==> src/rtl/arb_pkg.sv <==
// Shared types and helpers for the rr_arbiter request/grant block.
package arb_pkg;

    typedef enum logic [0:0] {
        StIdle,
        StGrant
    } arb_state_e;

    // Widest supported requester vector and its index width.
    localparam int unsigned MaxReq = 32;
    localparam int unsigned MaxIdW = 5;

    // Encoded index of the set bit of a one-hot vector; 0 when the vector is empty.
    function automatic logic [MaxIdW-1:0] onehot_to_idx(input logic [MaxReq-1:0] oh);
        logic [MaxIdW-1:0] idx;
        idx = '0;
        for (int unsigned i = 0; i < MaxReq; i++) begin
            if (oh[i]) idx = idx | MaxIdW'(i);
        end
        return idx;
    endfunction

    // Rotate the low n bits of v left by sh places (sh < n); bits at and above n read as 0.
    function automatic logic [MaxReq-1:0] rotl(input logic [MaxReq-1:0] v,
                                               input int unsigned sh,
                                               input int unsigned n);
        logic [MaxReq-1:0] res;
        int unsigned       k;
        res = '0;
        for (int unsigned i = 0; i < MaxReq; i++) begin
            if (i < n) begin
                k = i + sh;
                if (k >= n) k = k - n;
                res[MaxIdW'(k)] = v[i];
            end
        end
        return res;
    endfunction

endpackage

==> src/rtl/arb_pick.sv <==
// Combinational winner selection: fixed priority from index 0, or a rotating scan from ptr.
module arb_pick
    import arb_pkg::*;
#(
    parameter int unsigned N    = 4,
    parameter int unsigned ID_W = $clog2(N)
) (
    input  logic [N-1:0]    req,
    input  logic [N-1:0]    mask,
    input  logic [ID_W-1:0] ptr,
    input  logic            mode,
    output logic [N-1:0]    win_onehot,
    output logic [ID_W-1:0] win_id,
    output logic            any
);

    logic [N-1:0]      cand;
    logic [MaxReq-1:0] rot;
    logic [MaxReq-1:0] rot_first;
    logic [MaxIdW-1:0] rot_idx;
    int unsigned       base;
    int unsigned       shift;
    int unsigned       sum;

    // Rotate so the scan start sits at bit 0, take the lowest set bit, then undo the rotation.
    always_comb begin
        cand      = req & mask;
        base      = mode ? 32'(ptr) : 32'd0;
        shift     = (base == 0) ? 32'd0 : N - base;
        rot       = rotl(MaxReq'(cand), shift, N);
        rot_first = rot & (~rot + MaxReq'(1));
        rot_idx   = onehot_to_idx(rot_first);
        sum       = 32'(rot_idx) + base;
        if (sum >= N) sum = sum - N;
        any        = |cand;
        win_id     = ID_W'(sum);
        win_onehot = '0;
        if (any) win_onehot[win_id] = 1'b1;
    end

endmodule

==> src/rtl/rr_arbiter.sv <==
// N-way request/grant arbiter with fixed or round-robin priority, zero-bubble handoff
// and optional maximum-hold pre-emption. All outputs are registered.
module rr_arbiter
    import arb_pkg::*;
#(
    parameter int unsigned N           = 4,
    parameter bit          ROUND_ROBIN = 1'b1,
    parameter int unsigned MAX_HOLD    = 0,
    parameter int unsigned HOLD_W      = 8,
    parameter int unsigned ID_W        = $clog2(N)
) (
    input  logic            clk,
    input  logic            rst,
    input  logic [N-1:0]    req,
    output logic [N-1:0]    gnt,
    output logic [ID_W-1:0] gnt_id,
    output logic            gnt_valid,
    output logic            preempt
);

    localparam bit                PreemptEn = (MAX_HOLD > 0);
    localparam logic [HOLD_W-1:0] HoldLimit = PreemptEn ? HOLD_W'(MAX_HOLD - 1) : '0;
    localparam logic [HOLD_W-1:0] HoldMax   = '1;

    arb_state_e        state_q, state_d;
    logic [N-1:0]      gnt_q, gnt_d;
    logic [ID_W-1:0]   gnt_id_q, gnt_id_d;
    logic              valid_q, valid_d;
    logic              preempt_q, preempt_d;
    logic [ID_W-1:0]   ptr_q, ptr_d;
    logic [HOLD_W-1:0] hold_q, hold_d;

    logic [N-1:0]    pick_mask;
    logic [N-1:0]    win_onehot;
    logic [ID_W-1:0] win_id;
    logic            win_any;
    logic            owner_req;
    logic            others;
    logic            take_win;

    arb_pick #(
        .N    (N),
        .ID_W (ID_W)
    ) u_pick (
        .req        (req),
        .mask       (pick_mask),
        .ptr        (ptr_q),
        .mode       (ROUND_ROBIN),
        .win_onehot (win_onehot),
        .win_id     (win_id),
        .any        (win_any)
    );

    // Next-state decision: hold, hand off (release or pre-emption), or fall back to idle.
    always_comb begin
        owner_req = |(req & gnt_q);
        others    = |(req & ~gnt_q);
        // The current owner never competes on a handoff; idle considers everyone.
        pick_mask = (state_q == StGrant) ? ~gnt_q : '1;

        state_d   = state_q;
        gnt_d     = gnt_q;
        gnt_id_d  = gnt_id_q;
        ptr_d     = ptr_q;
        hold_d    = hold_q;
        preempt_d = 1'b0;
        take_win  = 1'b0;

        unique case (state_q)
            StIdle: begin
                if (win_any) take_win = 1'b1;
            end
            StGrant: begin
                if (!owner_req) begin
                    // A release wins over a simultaneous hold expiry, so preempt stays low.
                    if (win_any) begin
                        take_win = 1'b1;
                    end else begin
                        state_d  = StIdle;
                        gnt_d    = '0;
                        gnt_id_d = '0;
                        hold_d   = '0;
                    end
                end else if (PreemptEn && (hold_q == HoldLimit) && others) begin
                    take_win  = 1'b1;
                    preempt_d = 1'b1;
                end else if (others && (hold_q != HoldMax)) begin
                    hold_d = hold_q + HOLD_W'(1);
                end
            end
            default: state_d = StIdle;
        endcase

        if (take_win) begin
            state_d  = StGrant;
            gnt_d    = win_onehot;
            gnt_id_d = win_id;
            hold_d   = '0;
            ptr_d    = (ROUND_ROBIN && (32'(win_id) != N - 1)) ? win_id + ID_W'(1) : '0;
        end

        valid_d = |gnt_d;
    end

    // State and registered outputs with synchronous reset.
    always_ff @(posedge clk) begin
        if (rst) begin
            state_q   <= StIdle;
            gnt_q     <= '0;
            gnt_id_q  <= '0;
            valid_q   <= 1'b0;
            preempt_q <= 1'b0;
            ptr_q     <= '0;
            hold_q    <= '0;
        end else begin
            state_q   <= state_d;
            gnt_q     <= gnt_d;
            gnt_id_q  <= gnt_id_d;
            valid_q   <= valid_d;
            preempt_q <= preempt_d;
            ptr_q     <= ptr_d;
            hold_q    <= hold_d;
        end
    end

    assign gnt       = gnt_q;
    assign gnt_id    = gnt_id_q;
    assign gnt_valid = valid_q;
    assign preempt   = preempt_q;

endmodule

==> config.mk <==
export PLATFORM = sky130hd
export DESIGN_NAME = rr_arbiter
export DESIGN_NICKNAME = d
export VERILOG_FILES = /design/src/rtl/arb_pkg.sv /design/src/rtl/arb_pick.sv /design/src/rtl/rr_arbiter.sv
export SDC_FILE = /design/constraint.sdc
export NUM_CORES = 1
export LEC_CHECK = 0
export BUFFER_PORTS_ARGS = -buffer_cell sky130_fd_sc_hd__buf_2
export CAP_MARGIN = 40
export CORE_MARGIN = 2
export CORE_UTILIZATION = 55
export DETAILED_ROUTE_END_ITERATION = 10
export HOLD_SLACK_MARGIN = 0.06
export PLACE_DENSITY_LB_ADDON = 0.12
export SETUP_SLACK_MARGIN = 0.5
export SKIP_CTS_REPAIR_TIMING = 1
export SLEW_MARGIN = 10
export SYNTH_ARGS = -nofsm -noshare
export SYNTH_HDL_FRONTEND = slang
export SYNTH_HIERARCHICAL = 1
export SYNTH_SLANG_ARGS = --single-unit
==> constraint.sdc <==
create_clock -name clk -period 4.9 [get_ports clk]
set_input_delay 0.49 -clock clk [delete_from_list [all_inputs] [get_ports clk]]
set_output_delay 0.49 -clock clk [all_outputs]
set_load 0.03 [all_outputs]
==> metrics.txt, run 1 <==
final setup TNS=0 ns; synthesis-to-layout area growth=7.30%; Initial Utilization=57.0%; Max clock buf depth=2; Synth top area share=roughly 13%; fin nets=about 220; layout cells sized above 1=24.7%; period utilization=a little over four fifths; die area=~0.0033 sq mm; core area=0.00273 sq mm; area occupied by multi-input gates=about 0.0013 sq mm; prevailing post-synth register cell=dfxtp_1; clock sinks=10; Synth Cell Area=0.00156 sq mm; number of global-route vias before repair=between 1000 and 1500; Avg Cell Area, Syn=~8.0 sq um; RSZ-0062 raised after global routing=no; gr ovfl total=0; final max-slew violation count=0; Post-synth EDFFs=0; most common cell after layout, fill and taps aside=nand2_1; headroom to the max-slew limit=~46%; status=finished clean; Die Ht=approximately 57 um; Crit. End Element=flip-flop; DRC viols=0; worst-skew pair later-pin latency=0.27 ns; num rows=19; CTS buffer count=3; commonest non-fill, non-tap cells in the layout=nand2_1 (20), buf_2 (12), dfxtp_1 (10); Routed WL per cell=17.2 um; Post-Place Cells=between 200 and 250; Cell variety after synth=66; FMAX=245 MHz; CTS tree=done; worst hold path class=flip-flop to flip-flop; CP max FO=6; Lkg Pwr=about 0.65 nW; dpl hpwl=~2.9 mm; post-route ant nets=0; min Tclk post-route=about 4.1 ns; Routed WL=around 3.9 mm; max_cap viols=0; register area share after synthesis=between 10% and 20%; number of buffers added on ports=12; Yosys reg bits=10; # setup viols final=0; Slew @ Worst Pin=between 0.8 and 0.9 ns; sequential cell area=200 sq um; pwr dens=just under 600 mW/mm^2; Synth area leader=dfxtp_1; H-tree depth=1; Synth Area in XOR/XNOR=1.12%; GP Congestion=0.930; # fillers=260; DIE WIDTH=57.2 um; Startpoint Class=flip-flop; WP data required=5.05 ns; ant diodes=0; WS Path Type=flip-flop to flip-flop; Post-Synth Adder-Cell Area=between 8 and 9%; Crit path arrival time=around 4.2 ns; simple-gate share of the synthesized area=a little over a third; via count=approximately 1600; vias per inst=6.97; Synth Instances=195; DR iter-0 viols=just over 100; gr usage total=about a quarter; final cell count without fillers=~230; root buf cell=clkbuf_4; first-pass GRT wire length=roughly 6.3 mm; Yosys Warn Count=6; largest family of logic cells by synthesized area=simple AND/OR/NAND/NOR gates; Synth async-reset ratio=0%; Top Ports=14; complex-gate fraction of the synthesized area=between 30% and 40%; largest net degree at the start of global routing=27; Initial DRT Pass Iterations=4; initial antenna violation count=0; Fin Clk Skew=0.0133 ns; Final Hold Vio Count=0; maximum vdd drop=about 390 uV; clock slew seen by the registers of the worst setup and hold paths=around 0.08 ns; synth top area cells=dfxtp_1 (13%), ha_1 (8.0%), nand2_1 (5.1%); multiplexer share of the synthesized area=under 10%
==> cells by family (layout without fill, tap and decap cells) <==
family                     Yosys count  after routing
muxes                                2              2
AOI/OAI and AO/OA                   58             58
and+or+nand+nor                     90             90
xor gates and xnor gates             2              2
adders and majority gates           10             10
DFF                                 10             10
other                                2              3
buffers and inverters               21             23
==> worst max-delay path: stages (launching register included) <==
cell and delay (ns):
dfxtp_1 0.35, nand2_1 0.18, inv_2 0.19, ha_1 0.29, and4b_4 0.30, o211ai_1 0.11
a32oi_1 0.24, nor3_1 0.09, o21ai_0 0.16, a31oi_1 0.11, ha_1 0.25, xor2_1 0.19
and2_1 0.18, a211oi_2 0.23, a21oi_1 0.15, nor4_2 0.34, nor4b_1 0.09, or4_1 0.51
==> sequential cells by signal (all words and copies together), names as in the netlist <==
name and flops:
gnt 4, gnt_id 2, ptr_q 2, gnt_valid 1, state_q 1
==> where the power goes <==
| part | internal [mW] | switching, mW | leakage (nW) |
|---|---|---|---|
| registers | 0.115 | 0.0272 | 0.0831 |
| logic | 0.308 | 0.448 | 0.544 |
| clock network | 0.0451 | 0.0307 | 0.0210 |
| total | 0.468 | 0.506 | 0.649 |
==> per-stage QoR <==
stage	power, mW	setup WS, ns	instance area [sq um]	hold WS (ns)	utilization (%)
floorplan	0.725	1.11	1560	0.466	-
global placement	0.840	0.581	1580	0.476	57.6
detailed placement	0.847	0.508	1580	0.489	57.6
CTS	0.924	0.481	1610	0.507	58.9
global route	1.05	0.541	1670	0.549	61.2
finish	0.975	0.814	1670	0.520	61.2
==> synth_stat cells (all sizes together), types with 3 or more instances <==
cell and number:
nand2 22, buf 12, dfxtp 10, ha 10, a31oi 9, nor2b 9, nor2 8, or4 8
nor4b 7, inv 6, nand3 6, o311ai 6, a21oi 5, a22o 5, a2111oi 4, and2 4
and4b 4, nor3 4, nor3b 4, a211oi 3, a22oi 3, a32oi 3, and3 3, clkbuf 3
nand2b 3, nor4 3, o22ai 3
==> final cells by class <==
cell class	instances	area share [%]
well taps	31	2.32
clock buffers	4	2.17
flip-flops and latches	10	12.0
multi-input cells	165	78.2
inverters	6	1.35
repair buffers	13	4.04
==> metal layers <==
metal | routed length, um | vias to the layer above | GRT usage [%]
met5 | 0 | - | 0
met4 | 31 | 0 | 7.31
met3 | 175 | 6 | 2.04
met2 | 2010 | 64 | 41.2
met1 | 1730 | 755 | 31.3
li1 | - | 771 | -
==> final timing paths <==
path / startpoint / endpoint / slack (ns) / depth (start not counted)
min reg2reg: ptr_q[1] / ptr_q[1] / 0.52 / 2
min: ptr_q[1] / ptr_q[1] / 0.52 / 2
max: ptr_q[0] / gnt_valid / 0.81 / 17
max reg2reg: ptr_q[0] / gnt_valid / 0.81 / 17
Power figures use the tool's default switching activity.
==> run 2, diff against run 1 <==
- ABC_AREA: not set -> 1
- CORE_UTILIZATION: 55 -> 53
- clock period: 4.9 -> 3.7 ns (I/O delays scaled with it)
==> metrics.txt, run 2 <==
synthesis-to-layout area growth=21.6%; Cell variety after synth=27 (-59%); max reg flops=4 (unchanged); Synth area leader=nand2_1; clock slew seen by the registers of the worst setup and hold paths=0.07 ns (about the same); maximum vdd drop=615 uV (+59%); Post-Synth Adder-Cell Area=9.90% (+1.9 points); Post-synth EDFFs=0 (unchanged); Routed WL per cell=12.6 um (-27%); crit path from=ptr_q[1]; dpl hpwl=2.50 mm (-15%); complex-gate fraction of the synthesized area=10.2% (-23 points); register area share after synthesis=15.8% (+3.0 points); final setup TNS=0 ns (unchanged); simple-gate share of the synthesized area=54.1% (+18 points); synth top area cells=nand2_1 (20%), dfxtp_1 (16%), nand3_1 (12%); Max clock buf depth=2 (unchanged); worst-skew pair later-pin latency=0.27 ns (about the same); WP data required=3.85 ns (-1.20 ns); Post-Place Cells=256 (+14%); RSZ-0062 raised after global routing=no; number of global-route vias before repair=1233 (-12%); worst r2r dst=gnt_valid; final cell count without fillers=262 (+14%); Top Ports=14 (unchanged); status=finished clean; commonest non-fill, non-tap cells in the layout=nand2_1 (65), nand3_1 (29), nor2_1 (22); Design Area, Final=0.00154 sq mm (-8.2%); flop-to-flop setup slack=0.69 ns (-0.12 ns); fin nets=251 (+17%); num rows=17 (-2); DR iter-0 viols=44 (-57%); ant diodes=0 (unchanged); Final Core Density=68.8% (+7.6 points); H-tree depth=1 (unchanged); Synth Cell Area=0.00126 sq mm (-19%); die area=0.00279 sq mm (-15%); vias per inst=5.53 (-21%); worst hold path class=input port to flip-flop; FMAX=333 MHz (+36%); largest net degree at the start of global routing=11 (-59%); max_cap viols=0 (unchanged); Synth async-reset ratio=0% (unchanged); Fin Clk Skew=0.00814 ns (-0.00515 ns); Crit path arrival time=3.15 ns (-1.09 ns); CP max FO=6 (unchanged); first-pass GRT wire length=5.13 mm (-19%); Initial Utilization=56.6% (-0.44 points); R2R depth=23 (+6); gr ovfl total=0 (unchanged); Initial DRT Pass Iterations=5 (+1); largest family of logic cells by synthesized area=simple AND/OR/NAND/NOR gates; via count=1449 (-9.2%); root buf cell=clkbuf_4; post-route ant nets=0 (unchanged); period utilization=81.3% (-2.1 points); r2r startpoint=ptr_q[1]; Synth Instances=219 (+12%); Synth Area in XOR/XNOR=0.693% (-0.43 points); multiplexer share of the synthesized area=0% (-1.6 points); # setup viols final=0 (unchanged); WS Path Type=flip-flop to flip-flop; CTS buffer count=3 (unchanged); Die Ht=52.8 um (-7.7%); most frequent cells after synthesis=nand2_1 (68), nand3_1 (30), nor2_1 (24); end of the critical path=gnt_valid; number of buffers added on ports=12 (unchanged); Lkg Pwr=0.752 nW (+16%); clock sinks=10 (unchanged); Placement Cell Area=0.00134 sq mm (-15%); Startpoint Class=flip-flop; top-count cell post-synth=nand2_1; prevailing post-synth register cell=dfxtp_1; Routed WL=3.31 mm (-16%); Crit. End Element=flip-flop; Yosys Warn Count=6 (unchanged); DRC viols=0 (unchanged); hold_ws=0.382 ns (-0.138 ns); Synth top area share=20.2% (+7.4 points); CTS tree=done; Yosys reg bits=10 (unchanged); min Tclk post-route=3.01 ns (-1.08 ns); final max-slew violation count=0 (unchanged); Final Hold Vio Count=0 (unchanged); gr usage total=24.5% (+0.70 points); core area=0.00223 sq mm (-18%); Avg Cell Area, Syn=5.77 sq um (-28%); most common cell after layout, fill and taps aside=nand2_1; pwr dens=688 mW/mm^2 (+18%); initial antenna violation count=0 (unchanged); GP Congestion=0.948 (+1.9%); DIE WIDTH=52.8 um (-7.7%); layout cells sized above 1=31.2% (+6.4 points)
-- run 2: area by class of cell --
class                           instances  area, sq um
Fill cell                             197          697
Inverter                               23         96.3
Sequential cell                        10          206
Timing Repair Buffer                   14         75.1
Tap cell                               28         35.0
Clock buffer                            4         36.3
Multi-Input combinational cell        183         1090
-- run 2: worst min path at each step --
stage,start,endpoint,cells after the start
2_1_floorplan,ptr_q[0],ptr_q[0],2
4_1_cts,rst,ptr_q[0],2
3_3_place_gp,gnt_id[1],gnt_id[1],2
3_5_place_dp,gnt_id[0],gnt_id[0],2
5_1_grt,rst,ptr_q[0],2
6_report,rst,ptr_q[1],2
-- run 2: power breakdown --
part           total, mW  internal [mW]  leakage [nW]  switching, mW
combinational      0.767          0.268         0.648          0.499
sequential         0.192          0.155        0.0837         0.0365
clock             0.0984         0.0598        0.0210         0.0386
total               1.06          0.483         0.752          0.574
-- run 2: layer usage --
layer / GRT usage, % / share of wire [%] / routed length (um) / up-vias
li1: - / - / - / 729
met1: 32.5 / 45 / 1480 / 654
met2: 41.0 / 47 / 1560 / 60
met3: 6.00 / 7.3 / 243 / 6
met4: 2.56 / 0.54 / 18 / 0
met5: 0 / 0 / 0 / -
-- run 2: stage by stage --
step	setup WS, ns	power, mW
2_1_floorplan	0.952	0.730
3_3_place_gp	0.673	0.845
3_5_place_dp	0.427	0.868
4_1_cts	0.371	0.971
5_1_grt	0.453	1.16
6_report	0.693	1.06
-- run 2: cells by family (layout without fill, tap and decap cells) --
group / Yosys count / after routing
AO/OA/AOI/OAI: 20 / 20
XOR/XNOR: 1 / 1
adder cells (fa/ha/maj): 10 / 10
buffers and inverters: 27 / 41
flip-flops: 10 / 10
other: 2 / 3
AND/OR/NAND/NOR: 149 / 149
-- run 2: worst max-delay path, stage by stage (launching register included) --
cell and delay, ns:
dfxtp_4 0.38, nand2_8 0.09, ha_2 0.33, inv_2 0.05, nand2_1 0.08, inv_2 0.05, nand3_1 0.06, nand2_1 0.06
nand2_1 0.05, nand2_1 0.07, nand2_1 0.10, nor2_1 0.06, o21ai_1 0.19, o2111ai_2 0.16, ha_2 0.19, inv_1 0.08
xor2_2 0.19, nand4_1 0.15, nand2_2 0.12, nor2_1 0.05, nand3_1 0.09, nand2_1 0.06, nor2_1 0.12, a21oi_1 0.08
==> run 3, diff against run 2 <==
- CORE_UTILIZATION: 53 -> 55
- clock period: 3.7 -> 3 ns (I/O delays scaled with it)
==> metrics.txt, run 3 (same netlist as run 2, synthesis figures left out) <==
hold_ws=0.316 ns (-0.0661 ns); max_cap viols=0 (unchanged); period utilization=98.5% (+17 points); GP Congestion=0.916 (-3.3%); vias per inst=5.64 (+2.0%); Placement Cell Area=0.00136 sq mm (+1.6%); H-tree depth=1 (unchanged); clock sinks=10 (unchanged); sequential cell area=216 sq um (+4.8%); # setup viols final=0 (unchanged); pwr dens=865 mW/mm^2 (+26%); max reg flops=4 (unchanged); RSZ-0062 raised after global routing=yes; DRC viols=0 (unchanged); final max-slew violation count=0 (unchanged); Routed WL per cell=13.8 um (+9.3%); Top Ports=14 (unchanged); CTS buffer count=3 (unchanged); fin nets=263 (+4.8%); most numerous cell on the critical path=nand2_1; CP max FO=5 (-1); gr usage total=24.8% (+0.37 points); Routed WL=3.78 mm (+14%); worst-skew pair later-pin latency=0.26 ns (about the same); # fillers=141 (-28%); core area=0.00219 sq mm (-1.9%); Worst path max stage delay=0.37 ns (about the same); DIE WIDTH=51.9 um (-1.7%); Crit path arrival time=3.11 ns (-0.04 ns); Fin Clk Skew=0.00144 ns (-0.00670 ns); most common cell after layout, fill and taps aside=nand2_1; gr ovfl total=0 (unchanged); min Tclk post-route=2.95 ns (-0.0525 ns); WP data required=3.15 ns (-0.70 ns); ant diodes=0 (unchanged); final setup margin=0.0459 ns (-0.648 ns); number of buffers added on ports=12 (unchanged); worst hold path class=input port to flip-flop; root buf cell=clkbuf_4; Die Ht=51.9 um (-1.7%); dpl hpwl=2.40 mm (-4.0%); area occupied by multi-input gates=0.00121 sq mm (+12%); largest net degree at the start of global routing=11 (unchanged); first-pass GRT wire length=5.23 mm (+2.0%); status=finished clean; Lkg Pwr=0.840 nW (+12%); Critical-path top delay cell=dfxtp_2; maximum vdd drop=830 uV (+35%); via count=1546 (+6.7%); clock slew seen by the registers of the worst setup and hold paths=0.07 ns (about the same); WS Path Type=flip-flop to flip-flop; Final Core Density=80.7% (+12 points); Design Area, Final=0.00177 sq mm (+15%); die area=0.00270 sq mm (-3.4%); CTS tree=done; post-route ant nets=0 (unchanged); Max clock buf depth=2 (unchanged); synthesis-to-layout area growth=39.9%; FMAX=339 MHz (+1.8%); Post-Place Cells=256 (unchanged); layout cells sized above 1=44.7% (+14 points); commonest non-fill, non-tap cells in the layout=nand2_1 (57), nand3_1 (24), nand2_2 (19); final cell count without fillers=274 (+4.6%); Crit. End Element=flip-flop; worst slack, placed=-0.152 ns (-0.578 ns); Final Hold Vio Count=0 (unchanged); crit path cell chain=nand2_4 > ha_4 > inv_2 > nand2_2 > inv_1 > nand3_1 > nand2_1 > nand2_1 > nand2_1 > nand2_2 > nor2_2 > o21ai_2 > o2111ai_2 > ha_2 > inv_2 > xor2_2 > nand4_1 > nand2_2 > nor2_1 > nand3_1 > nand2_1 > nor2_1 > a21oi_1; Startpoint Class=flip-flop; num rows=17 (unchanged); Initial Utilization=57.7% (+1.1 points); DR iter-0 viols=91 (+110%); Initial DRT Pass Iterations=4 (-1); initial antenna violation count=0 (unchanged); CP bufs+invs=3 (unchanged); number of global-route vias before repair=1285 (+4.2%); Final Power=1.53 mW (+45%); CP delay by family, top=simple AND/OR/NAND/NOR gates; final setup TNS=0 ns (unchanged)
-- run 3: area by class of cell --
| cell class | count | share of cell area [%] |
|---|---|---|
| Multi-Input combinational cell | 183 | 68.6 |
| Sequential cell | 10 | 12.2 |
| Timing Repair Buffer | 26 | 9.55 |
| Inverter | 23 | 5.59 |
| Clock buffer | 4 | 2.05 |
| Tap cell | 28 | 1.98 |
-- run 3: per-layer routing --
layer / wire, um / vias up / track usage, %
met5: 0 / - / 0
met4: 31 / 0 / 2.19
met3: 265 / 6 / 4.89
met2: 1840 / 75 / 40.5
met1: 1650 / 706 / 34.9
li1: - / 759 / -
-- run 3: path summary, 6_finish.rpt --
kind                                start        end  slack [ns]  cells past startpoint
worst max-delay path             ptr_q[0]  gnt_valid        0.05                     23
worst min-delay path                  rst   ptr_q[0]        0.32                      2
worst max register to register   ptr_q[0]  gnt_valid        0.05                     23
worst min register to register  gnt_id[0]  gnt_id[0]        0.46                      2
-- run 3: power by group --
group | total (mW) | leakage [nW] | internal, mW | switching [mW]
clock | 0.120 | 0.0210 | 0.0737 | 0.0467
sequential | 0.244 | 0.0859 | 0.199 | 0.0447
combinational | 1.16 | 0.733 | 0.441 | 0.723
